==> config.mk <==
export PLATFORM = sky130hd
export DESIGN_NAME = hazard_ctrl
export DESIGN_NICKNAME = d
export VERILOG_FILES = /design/src/rtl/hazard_ctrl_pkg.sv /design/src/rtl/hazard_md_seq.sv /design/src/rtl/hazard_ctrl.sv
export SDC_FILE = /design/constraint.sdc
export NUM_CORES = 1
export LEC_CHECK = 0
export BUFFER_PORTS_ARGS = -buffer_cell sky130_fd_sc_hd__clkbuf_2
export CAP_MARGIN = 10
export CORE_AREA = 4 4 41 43
export CTS_CLUSTER_SIZE = 16
export DETAILED_ROUTE_END_ITERATION = 12
export DIE_AREA = 0 0 45 47
export GPL_TIMING_DRIVEN = 0
export SETUP_SLACK_MARGIN = 0.5
export SYNTH_ARGS = -nofsm -noshare
export SYNTH_HDL_FRONTEND = slang
export SYNTH_SLANG_ARGS = --single-unit
==> constraint.sdc <==
create_clock -name clk -period 3.6 [get_ports clk]
set_clock_uncertainty 0.15 [all_clocks]
set_input_delay 0.72 -clock clk [delete_from_list [all_inputs] [get_ports clk]]
set_output_delay 0.72 -clock clk [all_outputs]
set_load 0.01 [all_outputs]
==> src/rtl/hazard_ctrl_pkg.sv <==
// hazard_ctrl_pkg
//   Shared definitions for the pipeline hazard controller: the state encoding
//   of the mul/div sequencer, the MemToReg code that marks a load, and the
//   register-zero constant used to suppress hazards on $zero.
package hazard_ctrl_pkg;

  typedef enum logic {
    HZ_RUN     = 1'b0,
    HZ_MD_WAIT = 1'b1
  } hz_state_e;

  localparam logic [1:0] MEM_TO_REG_LOAD = 2'b01;
  localparam logic [4:0] REG_ZERO        = 5'd0;

endpackage

==> src/rtl/hazard_md_seq.sv <==
// hazard_md_seq
//   Multiply/divide sequencer. Holds the EX stage frozen for MD_LATENCY-1
//   cycles after a mul/div enters EX, then raises md_done for one cycle.
//   Ports:
//     clk, reset  - pipeline clock, synchronous active-high reset
//     md_req      - mul/div instruction present in EX (ignored in MD_WAIT)
//     md_busy     - stall cycle in progress
//     md_done     - result valid this cycle; EX advances
module hazard_md_seq
  import hazard_ctrl_pkg::*;
#(
  parameter int unsigned MD_LATENCY = 4
) (
  input  logic clk,
  input  logic reset,
  input  logic md_req,
  output logic md_busy,
  output logic md_done
);

  localparam int unsigned    CNT_W    = $clog2(MD_LATENCY);
  localparam logic [CNT_W-1:0] CNT_LOAD = CNT_W'(MD_LATENCY - 2);

  hz_state_e        state, state_nx;
  logic [CNT_W-1:0] cnt, cnt_nx;

  always_ff @(posedge clk) begin
    if (reset) begin
      state <= HZ_RUN;
      cnt   <= '0;
    end else begin
      state <= state_nx;
      cnt   <= cnt_nx;
    end
  end

  // Outputs are suppressed while reset is high so the pipeline sees nominal
  // controls even if reset lands in the middle of a sequence.
  always_comb begin
    state_nx = state;
    cnt_nx   = cnt;
    md_busy  = 1'b0;
    md_done  = 1'b0;
    if (!reset) begin
      case (state)
        HZ_RUN: begin
          if (md_req) begin
            md_busy  = 1'b1;
            cnt_nx   = CNT_LOAD;
            state_nx = HZ_MD_WAIT;
          end
        end
        HZ_MD_WAIT: begin
          if (cnt != '0) begin
            md_busy = 1'b1;
            cnt_nx  = cnt - CNT_W'(1);
          end else begin
            md_done  = 1'b1;
            state_nx = HZ_RUN;
          end
        end
      endcase
    end
  end

endmodule

==> src/rtl/hazard_ctrl.sv <==
// hazard_ctrl
//   Pipeline hazard and sequencing controller for the five-stage CPU.
//   Drives PC / IF/ID / ID/EX write enables and flushes for load-use stalls,
//   taken branches, jumps and fixed-latency mul/div freezes.
//   Ports:
//     clk, reset                 - clock, synchronous active-high reset
//     ID_rs, ID_rt, ID_UsesRt    - operands of the instruction in ID
//     ID_Jump                    - jump resolved in ID
//     EX_rd, EX_MemRead          - destination / load flag of EX instruction
//     EX_BranchTaken, EX_MulDiv  - branch taken / mul-div in EX
//     PC_Write, IFID_Write, IFID_Flush, IDEX_Write, IDEX_Flush, EXMEM_Flush
//     MD_Busy, MD_Done           - mul/div stall / completion
//     Stall_Cnt, Flush_Cnt       - statistics, present only with
//                                  HAZARD_STATS_EN defined
module hazard_ctrl
  import hazard_ctrl_pkg::*;
#(
  parameter int unsigned MD_LATENCY = 4
`ifdef HAZARD_STATS_EN
  ,
  parameter int unsigned STAT_W     = 32
`endif
) (
  input  logic       clk,
  input  logic       reset,
  input  logic [4:0] ID_rs,
  input  logic [4:0] ID_rt,
  input  logic       ID_UsesRt,
  input  logic       ID_Jump,
  input  logic [4:0] EX_rd,
  input  logic       EX_MemRead,
  input  logic       EX_BranchTaken,
  input  logic       EX_MulDiv,
  output logic       PC_Write,
  output logic       IFID_Write,
  output logic       IFID_Flush,
  output logic       IDEX_Write,
  output logic       IDEX_Flush,
  output logic       EXMEM_Flush,
  output logic       MD_Busy,
  output logic       MD_Done
`ifdef HAZARD_STATS_EN
  ,
  output logic [STAT_W-1:0] Stall_Cnt,
  output logic [STAT_W-1:0] Flush_Cnt
`endif
);

  logic load_use;

  assign load_use = EX_MemRead && (EX_rd != REG_ZERO) &&
                    ((EX_rd == ID_rs) || (ID_UsesRt && (EX_rd == ID_rt)));

  hazard_md_seq #(
    .MD_LATENCY(MD_LATENCY)
  ) u_md_seq (
    .clk    (clk),
    .reset  (reset),
    .md_req (EX_MulDiv),
    .md_busy(MD_Busy),
    .md_done(MD_Done)
  );

  // The done cycle falls through to the normal priority chain: the mul/div
  // term is carried entirely by MD_Busy.
  always_comb begin
    PC_Write    = 1'b1;
    IFID_Write  = 1'b1;
    IFID_Flush  = 1'b0;
    IDEX_Write  = 1'b1;
    IDEX_Flush  = 1'b0;
    EXMEM_Flush = 1'b0;
    if (!reset) begin
      if (MD_Busy) begin
        PC_Write    = 1'b0;
        IFID_Write  = 1'b0;
        IDEX_Write  = 1'b0;
        EXMEM_Flush = 1'b1;
      end else if (EX_BranchTaken) begin
        IFID_Flush = 1'b1;
        IDEX_Flush = 1'b1;
      end else if (load_use) begin
        // A jump in ID waits out the stall; it is flushed next cycle.
        PC_Write   = 1'b0;
        IFID_Write = 1'b0;
        IDEX_Flush = 1'b1;
      end else if (ID_Jump) begin
        IFID_Flush = 1'b1;
      end
    end
  end

`ifdef HAZARD_STATS_EN
  always_ff @(posedge clk) begin
    if (reset) begin
      Stall_Cnt <= '0;
      Flush_Cnt <= '0;
    end else begin
      if (!PC_Write)  Stall_Cnt <= Stall_Cnt + STAT_W'(1);
      if (IFID_Flush) Flush_Cnt <= Flush_Cnt + STAT_W'(1);
    end
  end
`endif

endmodule
# After elaboration in Yosys (flattened, before gate mapping)
# Index checks and enable logic that the tools add are counted.
[word_totals] register_bits=3 input_bits=22 out_inout_bits=8
[op_classes] addsub=1 n_eq_ne=4 n_mux=27 bitwise=1 n_reduce_logical=7
[ops] cell="$mux W1" n=23
[ops] cell="$eq A5 B5 Y1" n=2
[ops] cell="$reduce_bool A5 Y1" n=1
[ops] cell="$mux W2" n=2
[ops] cell="$ne A2 B2 Y1 const B" n=2
[ops] cell="$pmux W2 S2" n=1
[ops] cell="$logic_and A1 B1 Y1" n=3
[ops] cell="$pmux W1 S2" n=1
[ops] cell="$reduce_and A2 Y1" n=1
[ops] cell="$reduce_bool A2 Y1" n=1
[ops] cell="$sub A2 B1 Y2 const B" n=1
[ops] cell="$logic_or A1 B1 Y1" n=1
[ops] cell="$not A1 Y1" n=1

# Depth between registers and ports, before layout
# Gate-level depths: netlist of run 1.
[logic_depth] depth_word=8 depth_mapped=7 depth_no_buf=6

# Modules after synthesis
# A second synthesis of run 1 with hierarchy kept.
[hier_totals] cells_unflattened=43 area_unflattened_um2=350.3
[modules_own_cells] module="hazard_ctrl" instances=1 cells_each=28 area_each_um2=187.7 seq_area_each_um2=0.0
[modules_own_cells] module="hazard_md_seq" instances=1 cells_each=15 area_each_um2=162.7 seq_area_each_um2=60.1

# Worst setup path before layout of run 1
# Ideal clock, no wire load.
[synth_timing] path_type="input-to-output" start="input port EX_rd[0]" end="output port PC_Write" arrival_time_ns=1.903 required_ns=2.730 path_slack_ns=0.827 cell_stages=5 n_path_buf=1 path_cell_list="or4_1 o21ai_2 nor3_1 a21oi_1 buf_4"
[synth_via] elab_chain_len=8
[synth_rtl] element="start, declared" line="hazard_ctrl.sv:30" source="input logic [4:0] EX_rd,"
[synth_rtl] element="$eq A5 B5 Y1" line="hazard_ctrl.sv:52" source="((EX_rd == ID_rs) || (ID_UsesRt && (EX_rd == ID_rt)));"
[synth_rtl] element="$logic_and A1 B1 Y1" line="hazard_ctrl.sv:52"
[synth_rtl] element="$logic_or A1 B1 Y1" line="hazard_ctrl.sv:52"
[synth_rtl] element="$logic_and A1 B1 Y1 *" line="hazard_ctrl.sv:51" source="assign load_use = EX_MemRead && (EX_rd != REG_ZERO) &&"
[synth_rtl] element="$mux W1 * (4 in series)"
[synth_rtl] element="end, declared" line="hazard_ctrl.sv:34" source="output logic PC_Write,"
# Mark *: on every way between the ends. The rest lies on a longest branch, timed or not.

# Worst setup path in the final report of run 1
[layout_timing] start="input port EX_rd[0]" end="output port PC_Write"
[layout_via] elab_chain_len=8
[layout_rtl] element="$eq A5 B5 Y1" line="hazard_ctrl.sv:52"
[layout_rtl] element="$logic_and A1 B1 Y1" line="hazard_ctrl.sv:52"
[layout_rtl] element="$logic_or A1 B1 Y1" line="hazard_ctrl.sv:52"
[layout_rtl] element="$logic_and A1 B1 Y1 *" line="hazard_ctrl.sv:51"
[layout_rtl] element="$mux W1 *" line="hazard_ctrl.sv:82" source="end else if (load_use) begin"
[layout_rtl] element="$mux W1 *" line="hazard_ctrl.sv:79" source="end else if (EX_BranchTaken) begin"
[layout_rtl] element="$mux W1 *" line="hazard_ctrl.sv:74" source="if (MD_Busy) begin"
[layout_rtl] element="$mux W1 *" line="hazard_ctrl.sv:73" source="if (!reset) begin"
# Marks and branches as above.

==> results.py, run 1 <==
metrics = {
    "detailed_routing": {
        "drc": 0,
        "wl_met3_um": 107,
        "routedWlPerCell_um": 8.62,
        "top_layer_used": "met3",
        "routed-wl-met2_um": 358,
        "via_per_inst": 4.43,
        "vias": 403,
        "routed_wl_um": 784,
        "drt_first_pass_iters": 2,
        "final_antenna_net_count": 0,
        "first_iter_violations": 2,
        "wl_met1_um": 317,
    },
    "yosys": {
        "ys_warn_count": 0,
        "synth.distinct_cells": 21,
        "syn_inst": 43,
        "async_flop_share": 0,
        "synth_area_um2": 329,
        "avgSynthCellArea_um2": 7.65,
        "seq_area_frac_synth": 0.183,
        "synth_fp_nets": 66,
        "synth-seq-cells": 3,
        "synth_edf_count": 0,
        "ys.flop_type": "dfxtp_1",
    },
    "worst_setup_path": {
        "r2r-end": "u_md_seq.state",
        "worst_setup_path_end_kind": "output pin",
        "crit_slowest_cell": "or4_1",
        "reg2reg_slack_ns": 2.22,
        "cp.arrival_ns": 2.05,
        "crit_chain": "clkbuf_2 > or4_1 > o21ai_2 > nor3_1 > a21oi_1 > buf_4 > clkbuf_2",
        "critPathLaunch": "EX_rd[0]",
        "timing.rr.start": "u_md_seq.cnt[0]",
        "worstPathMaxFanout": 3,
        "r2r_cells": 5,
        "path_class": "primary input to output pin",
        "crit_required_ns": 2.73,
        "path_common_cell": "clkbuf_2",
        "crit_path_start_kind": "primary input",
        "cpPeakStageDelay_ns": 0.54,
        "endpoint": "PC_Write",
    },
    "pwr": {
        "pwr-share-seq": 0.246,
        "power.switching_uw": 43.0,
        "p_per_area_mw_per_mm2": 290,
        "internal_power_uw": 108,
        "p_leak_uw": 0.000252,
        "pwr-share-clk": 0.384,
        "ir_drop_mv": 0.153,
        "p_comb_frac": 0.370,
        "p_sw_frac": 0.286,
    },
    "sta": {
        "slew_headroom": 0.813,
        "slew_viol_final": 0,
        "min_period_ns": 2.92,
        "fin_ws_ns": 0.676,
        "finalSetupViolations": 0,
        "tightest_slew_ns": 0.279,
        "fin_crit_sh": 0.812,
        "rsz0062_at_grt": "false",
        "finalHoldViolCount": 0,
        "clock.fmax_ghz": 0.342,
        "setup_tns_ns": 0,
    },
    "worst_hold_path": {
        "hold_path_class": "flip-flop to flip-flop",
    },
    "global_route": {
        "grt_pass1_wl_mm": 1.34,
        "grt-ovfl-total": 0,
        "antenna_found_initial": 0,
        "grt_usage": 0.0852,
        "grt_max_degree": 8,
        "first_global_vias": 366,
    },
    "clocking": {
        "clock_path_buffers": 2,
        "clk-insertion-delay-late_ns": 0.23,
        "clkSinkCount": 3,
        "numCtsBuffers": 3,
        "cts-resized-gates": 0,
        "cts.root.buffer_cell": "clkbuf_4",
        "cts_setup_buffers": 0,
        "htree_levels": 1,
        "clkSlewWorstSetupHoldPaths_ns": 0.04,
        "cts_tree": "done",
        "hold_buffers": 0,
    },
    "die": {
        "ioPinCount": 30,
        "core_mm2": 0.00130,
        "fp.dieW_um": 45,
        "rows": 13,
        "die_area_mm2": 0.00212,
        "die_y_um": 47,
        "initial_core_util": 0.253,
    },
    "layout": {
        "diodes": 0,
        "syn2layout_area_growth_pct": 57.8,
        "fin_nets": 100,
        "layout-drive-gt1-share": 0.487,
    },
    "job": {
        "cap_violations": 0,
    },
    "placed_design": {
        "dp_hpwl_um": 740,
        "gp_congestion": 0.702,
        "port_buffers": 29,
        "pre_cts_slack_ns": 0.637,
    },
    "status": {
        "status": "complete, no violations",
    },
}
==> routing by layer <==
metal / vias to the layer above / GRT usage
li1: 215 / -
met1: 165 / 0.0882
met2: 23 / 0.158
met3: 0 / 0.0383
met4: 0 / 0.0175
met5: - / 0
==> cell usage after synthesis (all sizes together) (2+ instances only) <==
master | instances | share of area
buf | 2 | 0.046
nand2 | 2 | 0.023
and2b | 2 | 0.057
dfxtp | 3 | 0.18
nor2 | 4 | 0.046
xnor2 | 10 | 0.27
inv | 3 | 0.034
o21ai | 2 | 0.042
nor3 | 3 | 0.046
a21oi | 3 | 0.046
==> final cells by class <==
class / instances / area, µm²
Fill cell: 148 / 782
Multi-Input combinational cell: 35 / 243
Timing Repair Buffer: 29 / 145
Sequential cell: 3 / 60.1
Clock buffer: 4 / 26.3
Tap cell: 15 / 18.8
Buffer: 2 / 15.0
Inverter: 3 / 11.3
==> power by group through the flow <==
| stage | logic, µW | clock network [µW] | registers [µW] |
|---|---|---|---|
| after floorplan | 32.2 | 0 | 37.2 |
| after global placement | 56.3 | 0 | 37.5 |
| after detailed placement | 57.0 | 0 | 37.5 |
| after CTS | 57.2 | 61.2 | 37.0 |
| after global routing | 63.6 | 65.0 | 37.2 |
| final | 55.7 | 57.8 | 37.0 |
==> placed cells by master (no fill, tap or decap), types with 2 or more instances in the layout <==
cell,synthesis,layout
xnor2_1,10,10
clkbuf_4,0,3
nand2_1,2,2
clkbuf_2,0,29
inv_1,3,3
a21oi_1,3,3
nor3_1,3,3
nor2_1,4,4
buf_4,2,2
dfxtp_1,3,3
==> state kept, by name (all words and copies together), names as in the netlist <==
| register | count |
|---|---|
| u_md_seq.cnt | 2 |
| u_md_seq.state | 1 |
==> cells by family (layout without fill, tap and decap cells) <==
logic type	count (synthesis)	count (layout)	share of synthesized area
AND/OR/NAND/NOR	16	16	0.274
AO/OA/AOI/OAI	8	8	0.160
flip-flops	3	3	0.183
buffers and inverters	5	38	0.0798
XOR/XNOR	10	10	0.266
adder cells (fa/ha/maj)	1	1	0.0380
==> through the flow <==
stage	instance area [µm²]	power, µW	utilization	hold slack, ns	cells
floorplan	329	69.4	-	0.297	43
global placement	493	93.7	0.379	0.323	87
detailed placement	493	94.5	0.379	0.325	87
CTS	519	155	0.399	0.331	91
global route	519	166	0.399	0.359	91
finish	519	151	0.399	0.325	91
==> critical path: cells and delay by family <==
kind	cells	cell delay, ns
compound gates	2	0.37
buf+inv	3	0.37
simple gates	2	0.60
==> worst min-delay path by stage <==
| stage | startpoint | to | slack (ns) | depth (start not counted) |
|---|---|---|---|---|
| 2_1_floorplan | u_md_seq.cnt[1] | u_md_seq.cnt[1] | 0.30 | 2 |
| 5_1_grt | u_md_seq.cnt[1] | u_md_seq.cnt[1] | 0.36 | 2 |
| 6_report | u_md_seq.cnt[1] | u_md_seq.cnt[1] | 0.33 | 2 |
| 3_3_place_gp | u_md_seq.cnt[1] | u_md_seq.cnt[1] | 0.32 | 2 |
| 3_5_place_dp | u_md_seq.cnt[1] | u_md_seq.cnt[1] | 0.33 | 2 |
| 4_1_cts | u_md_seq.cnt[1] | u_md_seq.cnt[1] | 0.33 | 2 |
No activity file was read; power rests on OpenSTA's default activity.
==> inputs of run 2 (changes only) <==
Settings changed: ABC_AREA set to 1.
Clock period 3.6 ns to 2.9 ns, I/O delays scaled along.
==> run 2 against run 1 <==
Critical path depth rose by 5. Sequential share of layout area fell by 1.5 points. Core utilization is 5.9 points higher. Register-to-register slack got worse by 0.64 ns. Power rose by 34%. First-iteration DRC count is 50% lower. Clock power increased by 21%. Cell area grew 15%. Largest power group is now combinational logic.
==> results.py, run 2 <==
metrics = {
    "status": {
        "status": "complete, no violations",
    },
    "placed_design": {
        "dp_hpwl_um": 871,
        "placed_area_um2": 562,
        "port_buffers": 29,
        "gp_congestion": 0.688,
        "pre_cts_slack_ns": 0.606,
    },
    "worst_setup_path": {
        "cp.arrival_ns": 1.52,
        "crit_path_start_kind": "primary input",
        "critPathLaunch": "EX_rd[2]",
        "endpoint": "PC_Write",
        "worstPathMaxFanout": 4,
        "timing.rr.start": "u_md_seq.cnt[0]",
        "reg2reg_slack_ns": 1.58,
        "crit_required_ns": 2.17,
        "r2r-end": "u_md_seq.cnt[1]",
        "worst_setup_path_end_kind": "output pin",
        "cpPeakStageDelay_ns": 0.12,
        "path_common_cell": "nand2_1",
        "crit_chain": "clkbuf_2 > inv_2 > nand2_1 > nand2_1 > nor2_1 > nand3_1 > nand2_2 > nand3_2 > nand2_1 > nand2_1 > buf_4 > clkbuf_2",
        "path_class": "primary input to output pin",
        "crit_slowest_cell": "buf_4",
        "r2r_cells": 7,
    },
    "global_route": {
        "grt_max_degree": 6,
        "grt_usage": 0.103,
        "antenna_found_initial": 0,
        "first_global_vias": 423,
        "grt-ovfl-total": 0,
        "grt_pass1_wl_mm": 1.57,
    },
    "layout": {
        "largest_register_ffs": 2,
        "diodes": 0,
        "layout-drive-gt1-share": 0.365,
        "reg.largest.list": "u_md_seq.cnt (2), u_md_seq.state (1)",
        "regMostFlops": "u_md_seq.cnt",
        "fin_nets": 139,
        "fin_area_um2": 596,
        "layout_common_cells": "nand2_1 (35), clkbuf_2 (28), inv_1 (15)",
        "syn2layout_area_growth_pct": 49.7,
        "final_common_cell": "nand2_1",
    },
    "clocking": {
        "clkSlewWorstSetupHoldPaths_ns": 0.04,
        "clkSinkCount": 3,
        "htree_levels": 1,
        "clock_path_buffers": 2,
        "numCtsBuffers": 3,
        "cts-resized-gates": 0,
        "cts_setup_buffers": 0,
        "clk-insertion-delay-late_ns": 0.22,
        "cts.root.buffer_cell": "clkbuf_4",
        "cts_tree": "done",
        "hold_buffers": 0,
    },
    "worst_hold_path": {
        "hold_path_class": "flip-flop to flip-flop",
    },
    "yosys": {
        "synth-seq-cells": 3,
        "yosysTopAreaCellShare": 0.340,
        "ys.flop_type": "dfxtp_1",
        "ys_top_cells_by_area": "nand2_1 (34%), dfxtp_1 (15%), inv_1 (14%)",
        "synth_edf_count": 0,
        "yosysMostFrequentCell": "nand2_1",
        "syn_inst": 82,
        "ys_warn_count": 0,
        "seq_area_frac_synth": 0.151,
        "synth.distinct_cells": 15,
        "avgSynthCellArea_um2": 4.85,
        "synth_top_cells_by_count": "nand2_1 (36), inv_1 (15), nor2_1 (10)",
        "synth_fp_nets": 105,
        "async_flop_share": 0,
        "synth_top_area_cell": "nand2_1",
        "synth_area_um2": 398,
    },
    "die": {
        "ioPinCount": 30,
        "rows": 13,
        "die_y_um": 47,
        "core_mm2": 0.00130,
        "fp.dieW_um": 45,
        "initial_core_util": 0.306,
        "die_area_mm2": 0.00212,
    },
    "detailed_routing": {
        "wl_met3_um": 47,
        "routed-wl-met2_um": 489,
        "routedWlPerCell_um": 7.51,
        "top_layer_used": "met3",
        "first_iter_violations": 1,
        "routed_wl_um": 976,
        "drc": 0,
        "drt_first_pass_iters": 3,
        "vias": 516,
        "via_per_inst": 3.97,
        "final_antenna_net_count": 0,
        "wl_met1_um": 439,
    },
    "pwr": {
        "p_leak_uw": 0.000404,
        "pwr-share-clk": 0.347,
        "ir_drop_mv": 0.268,
        "pwr-share-seq": 0.241,
        "p_comb_frac": 0.412,
        "p_sw_frac": 0.327,
        "p_per_area_mw_per_mm2": 337,
        "power.switching_uw": 65.8,
        "power_uw": 201,
        "internal_power_uw": 135,
    },
    "sta": {
        "fin_ws_ns": 0.648,
        "min_period_ns": 2.25,
        "tightest_slew_ns": 0.257,
        "finalSetupViolations": 0,
        "slew_viol_final": 0,
        "clock.fmax_ghz": 0.444,
        "fin_crit_sh": 0.777,
        "setup_tns_ns": 0,
        "holdWs_ns": 0.319,
        "finalHoldViolCount": 0,
        "rsz0062_at_grt": "false",
        "slew_headroom": 0.828,
    },
    "job": {
        "cap_violations": 0,
    },
}
## run 2: changes by cell type after synthesis, sizes merged, moves of 2 or more
cell and change:
a21oi -2, inv +17, nor3 -3, and2b -2, nand3 +2, xnor2 -9, nor2 +6, nand2 +34
## run 2: power by group through the flow
stage	Combinational (µW)	Clock [µW]	Sequential [µW]
floorplan	48.9	0	48.6
global placement	81.7	0	49.1
detailed placement	83.2	0	49.0
CTS	83.5	72.6	48.4
global route	96.1	78.2	48.8
finish	82.8	69.8	48.4
## run 2: how the worst min path moves through the flow
stage                     depth (start not counted)       startpoint  slack [ns]         endpoint
after global routing                              2  u_md_seq.cnt[1]        0.36  u_md_seq.cnt[1]
after CTS                                         2  u_md_seq.cnt[1]        0.32  u_md_seq.cnt[1]
after detailed placement                          2  u_md_seq.cnt[1]        0.32  u_md_seq.cnt[1]
after global placement                            2  u_md_seq.cnt[1]        0.32  u_md_seq.cnt[1]
after floorplan                                   2  u_md_seq.cnt[1]        0.29  u_md_seq.cnt[1]
final                                             2  u_md_seq.cnt[1]        0.32  u_md_seq.cnt[1]
## run 2: routing by layer
metal	up-vias	global-route usage
met5	-	0
met4	0	0.0702
met3	0	0.0230
met2	10	0.155
met1	203	0.132
li1	303	-
## run 2: logic make-up (layout without fill, tap and decap cells)
logic type	count (synthesis)	count (layout)	synth area share
compound gates	5	5	0.0817
xor+xnor	1	1	0.0220
fa+ha+maj	1	1	0.0314
buf+inv	22	55	0.226
flops	3	3	0.151
simple gates	50	50	0.487
## run 2: critical path, delay by kind of cell
family	cells	cell delay (ns)
buf+inv	4	0.38
simple gates	8	0.57
## run 2: layout make-up
type,instances,area (µm²)
sequential,3,60.1
multi-input combinational,57,255
inverter,20,75.1
clock buffer,4,26.3
tap,15,18.8
buffer,2,15.0
fill,160,706
timing repair buffer,29,145
## run 2: through the flow
| step | std cells | utilization |
|---|---|---|
| floorplan | 82 | - |
| global placement | 126 | 0.432 |
| detailed placement | 126 | 0.432 |
| CTS | 130 | 0.452 |
| global route | 130 | 0.458 |
| finish | 130 | 0.458 |
